==> src/rtl/abacus_pkg.sv <==
// Shared types and constants for the ABACUS cache event conditioner.
package abacus_pkg;

  localparam int ABACUS_DEFAULT_LAT_W = 16;

  typedef enum logic {
    FILL_IDLE   = 1'b0,
    FILL_ACTIVE = 1'b1
  } fill_state_e;

endpackage

==> src/rtl/abacus_edge_detect.sv <==
// Two-stage input sampler with a registered, enable-gated rising-edge pulse.
module abacus_edge_detect (
  input  logic clk,
  input  logic rst,
  input  logic enable_i,
  input  logic level_i,
  output logic sample_o,
  output logic pulse_o
);

  logic sample_q;
  logic prev_q;
  logic pulse_q;

  // Sample stages keep running while disabled so re-enabling on a held level stays quiet.
  always_ff @(posedge clk) begin
    if (rst) begin
      sample_q <= 1'b0;
      prev_q   <= 1'b0;
      pulse_q  <= 1'b0;
    end else begin
      sample_q <= level_i;
      prev_q   <= sample_q;
      pulse_q  <= sample_q & ~prev_q & enable_i;
    end
  end

  assign sample_o = sample_q;
  assign pulse_o  = pulse_q;

endmodule

==> src/rtl/abacus_cache_event_conditioner.sv <==
// Converts raw cache status levels into profiler event pulses and per-fill latency.
// Optional max-latency tracking is built when ABACUS_MAX_FILL_LATENCY_EN is defined.
module abacus_cache_event_conditioner
  import abacus_pkg::*;
#(
  parameter int   LAT_W          = ABACUS_DEFAULT_LAT_W,
  parameter logic STATUS_IS_MISS = 1'b1
) (
  input  logic             clk,
  input  logic             rst,
  input  logic             enable,
  input  logic             clear_max,
  input  logic             cache_request,
  input  logic             cache_status,
  input  logic             cache_line_fill_in_progress,
  output logic             request_pulse,
  output logic             hit_pulse,
  output logic             miss_pulse,
  output logic             fill_cycle,
  output logic             fill_done,
  output logic [LAT_W-1:0] fill_latency,
  output logic             fill_latency_sat,
  output logic [LAT_W-1:0] max_fill_latency
);

  localparam logic [LAT_W-1:0] LAT_MAX = '1;

  logic s_req_unused;
  logic s_stat_unused;
  logic s_fill;
  logic stat_pulse;
  logic fill_rise_unused;

  abacus_edge_detect u_req (
    .clk(clk), .rst(rst), .enable_i(enable), .level_i(cache_request),
    .sample_o(s_req_unused), .pulse_o(request_pulse)
  );

  abacus_edge_detect u_stat (
    .clk(clk), .rst(rst), .enable_i(enable), .level_i(cache_status),
    .sample_o(s_stat_unused), .pulse_o(stat_pulse)
  );

  abacus_edge_detect u_fill (
    .clk(clk), .rst(rst), .enable_i(enable), .level_i(cache_line_fill_in_progress),
    .sample_o(s_fill), .pulse_o(fill_rise_unused)
  );

  assign miss_pulse = STATUS_IS_MISS ? stat_pulse : 1'b0;
  assign hit_pulse  = STATUS_IS_MISS ? 1'b0 : stat_pulse;

  fill_state_e      state_q, state_d;
  logic [LAT_W-1:0] count_q, count_d;
  logic             sat_q, sat_d;
  logic             fill_cycle_q;
  logic             fill_done_q, fill_done_d;
  logic [LAT_W-1:0] fill_latency_q, fill_latency_d;
  logic             fill_sat_q, fill_sat_d;

  always_ff @(posedge clk) begin
    if (rst) begin
      state_q        <= FILL_IDLE;
      count_q        <= '0;
      sat_q          <= 1'b0;
      fill_cycle_q   <= 1'b0;
      fill_done_q    <= 1'b0;
      fill_latency_q <= '0;
      fill_sat_q     <= 1'b0;
    end else begin
      state_q        <= state_d;
      count_q        <= count_d;
      sat_q          <= sat_d;
      fill_cycle_q   <= s_fill & enable;
      fill_done_q    <= fill_done_d;
      fill_latency_q <= fill_latency_d;
      fill_sat_q     <= fill_sat_d;
    end
  end

  always_comb begin
    state_d        = state_q;
    count_d        = count_q;
    sat_d          = sat_q;
    fill_done_d    = 1'b0;
    fill_latency_d = fill_latency_q;
    fill_sat_d     = fill_sat_q;
    case (state_q)
      FILL_IDLE: begin
        if (s_fill && enable) begin
          state_d = FILL_ACTIVE;
          count_d = LAT_W'(1);
          sat_d   = 1'b0;
        end
      end
      FILL_ACTIVE: begin
        if (!enable) begin
          // Abandoned fill: drop the partial count without reporting it.
          state_d = FILL_IDLE;
          count_d = '0;
          sat_d   = 1'b0;
        end else if (s_fill) begin
          if (count_q == LAT_MAX) sat_d = 1'b1;
          else                    count_d = count_q + 1'b1;
        end else begin
          state_d        = FILL_IDLE;
          fill_done_d    = 1'b1;
          fill_latency_d = count_q;
          fill_sat_d     = sat_q;
          count_d        = '0;
          sat_d          = 1'b0;
        end
      end
      default: state_d = FILL_IDLE;
    endcase
  end

  assign fill_cycle       = fill_cycle_q;
  assign fill_done        = fill_done_q;
  assign fill_latency     = fill_latency_q;
  assign fill_latency_sat = fill_sat_q;

`ifdef ABACUS_MAX_FILL_LATENCY_EN
  logic [LAT_W-1:0] max_q;

  // A completing fill wins over a coincident clear and seeds the new maximum.
  always_ff @(posedge clk) begin
    if (rst) begin
      max_q <= '0;
    end else if (fill_done_q && (clear_max || (fill_latency_q > max_q))) begin
      max_q <= fill_latency_q;
    end else if (clear_max) begin
      max_q <= '0;
    end
  end

  assign max_fill_latency = max_q;
`else
  logic clear_max_unused;
  assign clear_max_unused = clear_max;
  assign max_fill_latency = '0;
`endif

endmodule

==> config.mk <==
export PLATFORM = sky130hd
export DESIGN_NAME = abacus_cache_event_conditioner
export DESIGN_NICKNAME = d
export VERILOG_FILES = /design/src/rtl/abacus_pkg.sv /design/src/rtl/abacus_edge_detect.sv /design/src/rtl/abacus_cache_event_conditioner.sv
export SDC_FILE = /design/constraint.sdc
export NUM_CORES = 1
export LEC_CHECK = 0
export BUFFER_PORTS_ARGS = -buffer_cell sky130_fd_sc_hd__buf_2
export CORE_MARGIN = 2
export CORE_UTILIZATION = 45
export DETAILED_ROUTE_END_ITERATION = 10
export PLACE_DENSITY = 0.8
export SLEW_MARGIN = 20
export SYNTH_ARGS = -nofsm -noshare
export SYNTH_HDL_FRONTEND = slang
export SYNTH_HIERARCHICAL = 1
export SYNTH_SLANG_ARGS = --single-unit
==> constraint.sdc <==
create_clock -name clk -period 2.09 [get_ports clk]
set_input_delay 0.418 -clock clk [delete_from_list [all_inputs] [get_ports clk]]
set_output_delay 0.418 -clock clk [all_outputs]
set_load 0.05 [all_outputs]
==> out/qor.yml, run 1 <==
sta:
  finClkSkew_ns: 0.00415
  hold_viol_final: 0
  relSlewSlack: 0.659
  final.min_clock_period_ns: 1.94
  setup_viol: 0
  fin_crit_sh: 0.929
  fmax_mhz: 515
  final-max-slew-violation-count: 0
  setup-tns-final_ns: 0
  hold_slack_ns: 0.336
  rsz0062_at_grt: "false"
  worstMarginPinSlew_ns: 0.506
placement:
  dp.cells: 306
  port_buffers: 26
  gp_congestion: 0.961
  hpwl_mm: 2.83
critical_path:
  worst-path-buf-inv: 0
  cp.arrival_ns: 2.13
  rr_startpoint: "count_q[7]$_SDFFE_PP0P_"
  r2r_cells: 5
  cp-end-kind: "flop"
  critPathMaxStageDelay_ns: 0.64
  start_kind: "flop"
  cp_max_fo: 11
  crit_start: "count_q[7]$_SDFFE_PP0P_"
  crit_chain: "nand4_2 -> or4_4 -> o311ai_1 -> or3_1 -> a21oi_1"
  crit_required_ns: 2.28
  path_class: "flop to flop"
  critPathTopFamily: "simple AND/OR/NAND/NOR gates"
  cp.depth: 5
  cp_slowest_cell: "or4_4"
global_route:
  grt_max_degree: 22
  overflow: 0
  grt_pass1_wl_mm: 6.72
  grt_pass1_vias: 1519
  busiest_layer: "met2"
  use_met1: 0.211
  grt_usage: 0.171
  met3_usage: 0.0654
  gr-usage-met2: 0.263
  antenna_found_initial: 0
final_layout:
  nFillCells: 406
  multi_input_area_um2: 935
  area_growth_pct: 13.0
  final_util: 0.536
  drive_above_1_share: 0.212
  fin_nets: 271
  regArea_um2: 881
  fin_cells: 314
  antenna_cells: 0
power:
  power.density_mw_per_mm2: 692
  p_leak_nw: 0.879
  irDropWorstVdd_mv: 0.465
clock_tree:
  cts.clk_slew.worst_paths_ns: 0.07
  clock_path_buffers: 2
  clock-sinks: 44
  cts-root-buf: "clkbuf_8"
  cts_setup_buffers: 0
  cts_tree: "built"
  cts_resized: 0
  clock_latency_ns: 0.30
  numCtsBuffers: 5
  cts_hold_buf: 0
  htreeDepth: 2
floorplan:
  die_x_um: 69.7
  core.rowCount: 23
  design.core.area_mm2: 0.00409
  die_area_mm2: 0.00485
  start_util: 0.475
  top_level_ports: 45
  die_y_um: 69.7
synthesis:
  synth_cells: 230
  yosys_warnings: 6
  synth_area_mm2: 0.00194
  post_synth.cell_area_avg_um2: 8.43
routing:
  dr_total_vias: 1642
  drtIter0Drc: 117
  ant_nets: 0
  vias_per_cell: 5.23
  drtPass1Iterations: 4
  drc: 0
  post_drt_wl_per_cell_um: 12.3
  detail_route.wirelength_mm: 3.87
job:
  cap_viol_max_count: 0
hold_path:
  worstHoldPathCells: 2
  hold_path_class: "input pin to flop"
  holdCritStartpoint: "cache_status"
status:
  outcome: "finished clean"
[registers in the layout, indices dropped and copies added (netlist names)]
signal,flops
u_stat/sample_o,1
u_stat/pulse_o,1
u_req/prev_q,1
u_fill/sample_o,1
fill_cycle,1
count_q,16
u_req/sample_o,1
state_q,1
fill_latency,16
fill_latency_sat,1
sat_q,1
u_stat/prev_q,1
fill_done,1
u_req/pulse_o,1
[routing by layer]
| layer | routed length [µm] | up-vias | part of all wire |
|---|---|---|---|
| met5 | 0 | - | 0 |
| met4 | 73 | 0 | 0.019 |
| met3 | 312 | 7 | 0.081 |
| li1 | - | 836 | - |
| met2 | 1790 | 59 | 0.46 |
| met1 | 1690 | 740 | 0.44 |
[per-stage QoR]
step | power (W) | cell area [µm²] | worst slack, ns
after floorplan | 0.00100 | 2000 | 0.242
after global placement | 0.00100 | 2100 | 0.196
after detailed placement | 0.00100 | 2100 | 0.161
after CTS | 0.00154 | 2190 | 0.134
after global routing | 0.00158 | 2190 | 0.0334
final | 0.00152 | 2190 | 0.148
[report_power, final]
group          total (W)  internal [W]  switching, W
logic           0.000131     0.0000231      0.000108
clock network   0.000534      0.000269      0.000264
registers       0.000851      0.000846    0.00000534
[layout by cell type, fill, tap and decap left out, drive strengths merged, types with 2 or more instances in the layout]
cell     instances
dfxtp           44
nand2           42
buf             37
a21oi           26
conb            17
nor2            15
nand3            9
clkbuf           8
o21ai            7
and2b            5
nand4            5
or3              4
nor3             4
xor2             4
a21o             3
inv              3
o311ai           3
or2              2
o2111ai          2
nor4             2
and3             2
o211ai           2
o221ai           2
o31ai            2
and4bb           2
or4              2
[final cells by class]
cell class	count	share of cell area
Multi-Input combinational cell	172	0.426
Sequential cell	44	0.402
Timing Repair Buffer	37	0.0970
Clock buffer	8	0.0411
Tap cell	50	0.0285
Inverter	3	0.00514
[final timing paths]
check / endpoint / slack (ns)
setup reg to reg: count_q[15]$_SDFFE_PP0P_ / 0.15
hold / removal: u_stat/sample_o$_SDFF_PP0_ / 0.34
setup / recovery: count_q[15]$_SDFFE_PP0P_ / 0.15
hold reg to reg: fill_latency[14]$_SDFFE_PP0P_ / 0.45
Power figures use the tool's default switching activity.
==> run 2, diff against run 1 <==
SETUP_SLACK_MARGIN = 0.15   (was not set)
SYNTH_HIERARCHICAL = not set   (was 1)
==> out/qor.yml, run 2 <==
placement:
  dp.cells: 308  # +0.65%
  gp_congestion: 0.787  # -18%
  port_buffers: 26  # unchanged
  hpwl_mm: 2.83  # +0.26%
clock_tree:
  cts.clk_slew.worst_paths_ns: 0.08  # about the same
  cts_hold_buf: 0  # unchanged
  clock_path_buffers: 2  # unchanged
  numCtsBuffers: 5  # unchanged
  htreeDepth: 2  # unchanged
  cts_setup_buffers: 0  # unchanged
  clock-sinks: 44  # unchanged
  cts_tree: "built"
  cts_resized: 0  # unchanged
  clock_latency_ns: 0.30  # about the same
  cts-root-buf: "clkbuf_8"
sta:
  final-max-slew-violation-count: 0  # unchanged
  fin_crit_sh: 0.860  # -0.0688
  final.min_clock_period_ns: 1.80  # -0.144 ns
  rsz0062_at_grt: "false"
  worstMarginPinSlew_ns: 0.655  # +0.149 ns
  setup-tns-final_ns: 0  # unchanged
  relSlewSlack: 0.563  # -0.0956
  finClkSkew_ns: 0.00732  # +0.00318 ns
  setup_viol: 0  # unchanged
  fmax_mhz: 556  # +8.0%
  hold_viol_final: 0  # unchanged
power:
  p_int_w: 0.00113  # -0.64%
  power_w: 0.00153  # +0.72%
  comb_power_share: 0.081  # -0.006
  sw_frac_of_total: 0.260  # +0.0102
  p_leak_nw: 0.862  # -2.0%
  power_frac_seq: 0.556  # -0.005
  irDropWorstVdd_mv: 0.447  # -3.7%
  p_switching_w: 0.000396  # +4.8%
  power.density_mw_per_mm2: 683  # -1.2%
  clockPowerShare: 0.362  # +0.010
final_layout:
  nFillCells: 429  # +5.7%
  antenna_cells: 0  # unchanged
  most-common-layout-cells: "nand2_1 (51), dfxtp_1 (44), a21oi_1 (28)"
  final_common_cell: "nand2_1"
  final_util: 0.517  # -0.0197
  drive_above_1_share: 0.180  # -0.0317
  fin_nets: 273  # +0.74%
  fin_cells: 318  # +1.3%
  area_growth_pct: 11.2
synthesis:
  synth.most_common_cell: "nand2_1"
  synth_common_cells: "nand2_1 (51), dfxtp_1 (44), a21oi_1 (28)"
  synthFlopType: "dfxtp_1"
  yosys.cell_types.count: 41
  synth_edf_count: 0
  synth_area_mm2: 0.00201  # +3.6%
  synth-seq-cells: 44
  async_reset_ff_frac: 0
  post_synth.cell_area_avg_um2: 8.44  # +0.13%
  yosys_warnings: 0  # -6
  synth_top_cell_area_share: 0.438
  synthTopCellsByArea: "dfxtp_1 (44%), nand2_1 (9.5%), a21oi_1 (7.0%), buf_4 (6.7%), or4_1 (3.0%)"
  ys_seq_area_frac: 0.438
  synth_cells: 238  # +3.5%
  synth.largest_area_cell: "dfxtp_1"
critical_path:
  crit_required_ns: 2.32  # +0.04 ns
  cp.arrival_ns: 2.03  # -0.10 ns
  cp_slowest_cell: "dfxtp_1"
  critPathTopFamily: "simple AND/OR/NAND/NOR gates"
  start_kind: "flop"
  cp-end-kind: "flop"
  crit_chain: "ha_1 -> nand4_1 -> buf_4 -> nor4b_4 -> buf_4 -> o211ai_1 -> a31oi_1"
  critPathMaxStageDelay_ns: 0.39  # -0.25 ns
  cp_max_fo: 10  # -1
  path_class: "flop to flop"
  worst-path-buf-inv: 2  # +2
  worst_path_most_repeated_cell: "buf_4"
floorplan:
  core.rowCount: 24  # +4.3%
  start_util: 0.465  # -0.00989
  die_area_mm2: 0.00502  # +3.4%
  die_y_um: 70.8  # +1.7%
  design.core.area_mm2: 0.00432  # +5.8%
  die_x_um: 70.8  # +1.7%
  top_level_ports: 45  # unchanged
status:
  outcome: "finished clean"
routing:
  vias_per_cell: 5.47  # +4.7%
  drtIter0Drc: 113  # -3.4%
  ant_nets: 0  # unchanged
  detail_route.wirelength_mm: 4.10  # +6.1%
  drc: 0  # unchanged
  dr_total_vias: 1741  # +6.0%
  drtPass1Iterations: 4  # unchanged
  post_drt_wl_per_cell_um: 12.9  # +4.7%
global_route:
  grt_usage: 0.175  # +0.00378
  grt_max_degree: 27  # +23%
  overflow: 0  # unchanged
  grt_pass1_wl_mm: 7.00  # +4.1%
  grt_pass1_vias: 1532  # +0.86%
  antenna_found_initial: 0  # unchanged
hold_path:
  hold_path_class: "input pin to flop"
job:
  cap_viol_max_count: 0  # unchanged
run 2: worst paths after layout:
path,cells after the start,to,slack [ns],start
max,7,count_q[2]$_SDFFE_PP0P_,0.29,count_q[1]$_SDFFE_PP0P_
min,2,u_req.sample_o$_SDFF_PP0_,0.32,cache_request
max reg2reg,7,count_q[2]$_SDFFE_PP0P_,0.29,count_q[1]$_SDFFE_PP0P_
min reg2reg,2,fill_latency[10]$_SDFFE_PP0P_,0.45,fill_latency[10]$_SDFFE_PP0P_
run 2: final cells by class:
type,instances,area (µm²),area share
clock buffer,6,82.6,0.0370
clock inverter,2,15.0,0.00672
tap,52,65.1,0.0291
multi-input combinational,179,1000,0.448
sequential,44,881,0.394
timing repair buffer,33,183,0.0817
inverter,2,7.51,0.00336
run 2: through the flow:
step / hold slack, ns / area (µm²) / setup slack (ns)
finish: 0.322 / 2230 / 0.292
detailed placement: 0.443 / 2120 / 0.248
CTS: 0.311 / 2220 / 0.217
global placement: 0.438 / 2120 / 0.286
global route: 0.319 / 2230 / 0.165
floorplan: 0.432 / 2070 / 0.409
run 2: worst register-to-register path, cell delays in order (launching register included):
cell      delay [ns]
dfxtp_1         0.39
ha_1            0.23
nand4_1         0.18
buf_4           0.19
nor4b_4         0.24
buf_4           0.21
o211ai_1        0.11
a31oi_1         0.19
run 2: layer usage:
metal,up-vias,share of wire,GRT usage
li1,867,-,-
met1,807,0.42,0.208
met2,60,0.50,0.294
met3,7,0.066,0.0513
met4,0,0.014,0.0755
met5,-,0,0
run 2: cell families (layout without fill, tap and decap cells):
kind of cell	count (synthesis)	count (layout)	synth area share
simple gates	103	103	0.280
flops	44	44	0.438
fa+ha+maj	1	1	0.00623
other cells	1	17	0.00187
mux	2	2	0.00996
buf+inv	31	43	0.0934
compound gates	56	56	0.171
run 2: power groups by stage:
stage               Sequential [W]  Clock [W]  Combinational, W
floorplan                 0.000876          0          0.000122
global placement          0.000869          0          0.000122
detailed placement        0.000869          0          0.000123
CTS                       0.000850   0.000572          0.000123
global route              0.000851   0.000597          0.000132
finish                    0.000849   0.000553          0.000124
==> run 3, diff against run 2 <==
CORE_MARGIN = not set   (was 2)
CORE_UTILIZATION = 41   (was 45)
PLACE_DENSITY = 0.75   (was 0.8)
REMOVE_ABC_BUFFERS = 1   (was not set)
==> out/qor.yml, run 3 (synthesized netlist as in run 2, its figures left out) <==
final_layout:
  regArea_um2: 882  # +0.14%
  final_util: 0.477  # -0.0397
  nFillCells: 491  # +14%
  antenna_cells: 0  # unchanged
  fin_nets: 271  # -0.73%
  multi_input_area_mm2: 0.00100  # +0.37%
  fin_area_mm2: 0.00225  # +0.84%
  most-common-layout-cells: "nand2_1 (51), dfxtp_1 (43), a21oi_1 (28)"
  area_growth_pct: 12.1
  drive_above_1_share: 0.178  # -0.00242
  final_common_cell: "nand2_1"
sta:
  hold_viol_final: 0  # unchanged
  relSlewSlack: 0.560  # -0.00282
  final-max-slew-violation-count: 0  # unchanged
  finClkSkew_ns: 0.00924  # +0.00191 ns
  setup_viol: 0  # unchanged
  worstMarginPinSlew_ns: 0.659  # +0.00423 ns
  fin_crit_sh: 0.846  # -0.0140
  final.min_clock_period_ns: 1.77  # -0.0293 ns
  rsz0062_at_grt: "false"
  fmax_mhz: 565  # +1.7%
critical_path:
  r2r-end: "count_q[0]$_SDFFE_PP0P_"
  critPathTopFamily: "simple AND/OR/NAND/NOR gates"
  r2r_cells: 5  # -2
  crit_start: "count_q[1]$_SDFFE_PP0P_"
  cp.arrival_ns: 2.01  # -0.02 ns
  crit_chain: "ha_1 -> nand4_1 -> or4_4 -> o21a_1 -> o2bb2ai_2"
  path_class: "flop to flop"
  critPathMaxStageDelay_ns: 0.61  # +0.22 ns
  rrSetupSlack_ns: 0.32  # +0.03 ns
  cp_slowest_cell: "or4_4"
  cp_max_fo: 5  # -5
  cp-end-kind: "flop"
  start_kind: "flop"
  rr_startpoint: "count_q[1]$_SDFFE_PP0P_"
  cp.depth: 5  # -2
  endpoint: "count_q[0]$_SDFFE_PP0P_"
  worst-path-buf-inv: 0  # -2
  crit_required_ns: 2.33  # about the same
routing:
  detail_route.wirelength_mm: 3.96  # -3.4%
  post_drt_wl_per_cell_um: 12.0  # -7.2%
  drtIter0Drc: 88  # -22%
  drc: 0  # unchanged
  drtPass1Iterations: 5  # +1
  dr_total_vias: 1725  # -0.92%
  ant_nets: 0  # unchanged
  vias_per_cell: 5.21  # -4.8%
power:
  irDropWorstVdd_mv: 0.322  # -28%
  p_int_w: 0.00122  # +7.7%
  power_w: 0.00162  # +5.8%
  p_leak_nw: 0.866  # +0.50%
  p_switching_w: 0.000397  # +0.23%
  power.density_mw_per_mm2: 717  # +4.9%
  comb_power_share: 0.077  # -0.004
  power_frac_seq: 0.526  # -0.030
  sw_frac_of_total: 0.246  # -0.0136
  clockPowerShare: 0.397  # +0.035
job:
  cap_viol_max_count: 0  # unchanged
global_route:
  antenna_found_initial: 0  # unchanged
  overflow: 0  # unchanged
  grt_pass1_vias: 1509  # -1.5%
  grt_usage: 0.159  # -0.0156
  grt_max_degree: 20  # -26%
  grt_pass1_wl_mm: 6.52  # -6.8%
floorplan:
  core.rowCount: 25  # +4.2%
  top_level_ports: 45  # unchanged
  die_area_mm2: 0.00518  # +3.4%
  die_y_um: 72.0  # +1.7%
  start_util: 0.425  # -0.0393
  design.core.area_mm2: 0.00472  # +9.2%
  die_x_um: 72.0  # +1.7%
clock_tree:
  cts.clk_slew.worst_paths_ns: 0.09  # about the same
  clock_path_buffers: 2  # unchanged
  clock-sinks: 44  # unchanged
  cts-root-buf: "clkbuf_8"
  cts_tree: "built"
  clock_latency_ns: 0.30  # about the same
  htreeDepth: 2  # unchanged
  numCtsBuffers: 5  # unchanged
placement:
  dpl_cell_area_mm2: 0.00213  # +0.53%
  port_buffers: 26  # unchanged
  gp_congestion: 0.838  # +6.5%
  hpwl_mm: 2.75  # -3.2%
status:
  outcome: "finished clean"
hold_path:
  hold_path_class: "input pin to flop"
run 3: cell types whose count changed in the layout (fill, tap and decap cells not counted), sizes merged:
| cell | previous run | this run |
|---|---|---|
| clkinv | 0 | 1 |
| buf | 33 | 31 |
| bufinv | 0 | 1 |
| clkinvlp | 2 | 0 |
run 3: per-stage QoR:
stage / TNS, ns / hold WS, ns / setup slack, ns / cells
6_report: 0 / 0.322 / 0.321 / 331
5_1_grt: 0 / 0.322 / 0.185 / 331
4_1_cts: 0 / 0.318 / 0.193 / 330
3_5_place_dp: 0 / 0.443 / 0.225 / 322
3_3_place_gp: 0 / 0.438 / 0.272 / 322
2_1_floorplan: -0.0486 / 0.426 / -0.0243 / 225
run 3: area by class of cell:
cell class / instances / area share
sequential: 44 / 0.391
tap: 67 / 0.0372
clock buffer: 6 / 0.0322
timing repair buffer: 31 / 0.0744
inverter: 2 / 0.00333
clock inverter: 2 / 0.0155
multi-input combinational: 179 / 0.446
run 3: worst min-delay path by stage:
stage,end,cells after the start,startpoint
floorplan,fill_latency_sat$_SDFFE_PP0P_,2,sat_q$_SDFFE_PP0P_
global placement,fill_latency[2]$_SDFFE_PP0P_,2,fill_latency[2]$_SDFFE_PP0P_
detailed placement,fill_latency[2]$_SDFFE_PP0P_,2,fill_latency[2]$_SDFFE_PP0P_
CTS,u_fill.sample_o$_SDFF_PP0_,2,cache_line_fill_in_progress
global route,u_stat.sample_o$_SDFF_PP0_,2,cache_status
finish,u_fill.sample_o$_SDFF_PP0_,2,cache_line_fill_in_progress
run 3: power groups by stage:
stage / clock (W) / sequential (W) / combinational, W
floorplan: 0 / 0.000876 / 0.0000881
finish: 0.000642 / 0.000850 / 0.000124
CTS: 0.000651 / 0.000850 / 0.000124
detailed placement: 0 / 0.000870 / 0.000123
global route: 0.000682 / 0.000851 / 0.000131
global placement: 0 / 0.000869 / 0.000122
run 3: routing by layer:
| metal | vias up | GRT usage | wire length [µm] |
|---|---|---|---|
| li1 | 867 | - | - |
| met4 | 0 | 0.0697 | 80 |
| met1 | 797 | 0.182 | 1830 |
| met2 | 54 | 0.284 | 1880 |
| met3 | 7 | 0.0375 | 178 |
| met5 | - | 0 | 0 |
run 3: worst reg2reg max path, delay by kind of cell (launching register included):
family	cells	cell delay (ns)
AO/OA/AOI/OAI	2	0.28
adder cells (fa/ha/maj)	1	0.20
flip-flops	1	0.37
AND/OR/NAND/NOR	2	0.85
run 3: timing repair:
item | CTS | global route
hold buffers | 0 | 0
setup buffers | 0 | 1
setup endpoints to repair | 0 | 6
resized for setup | 0 | 2
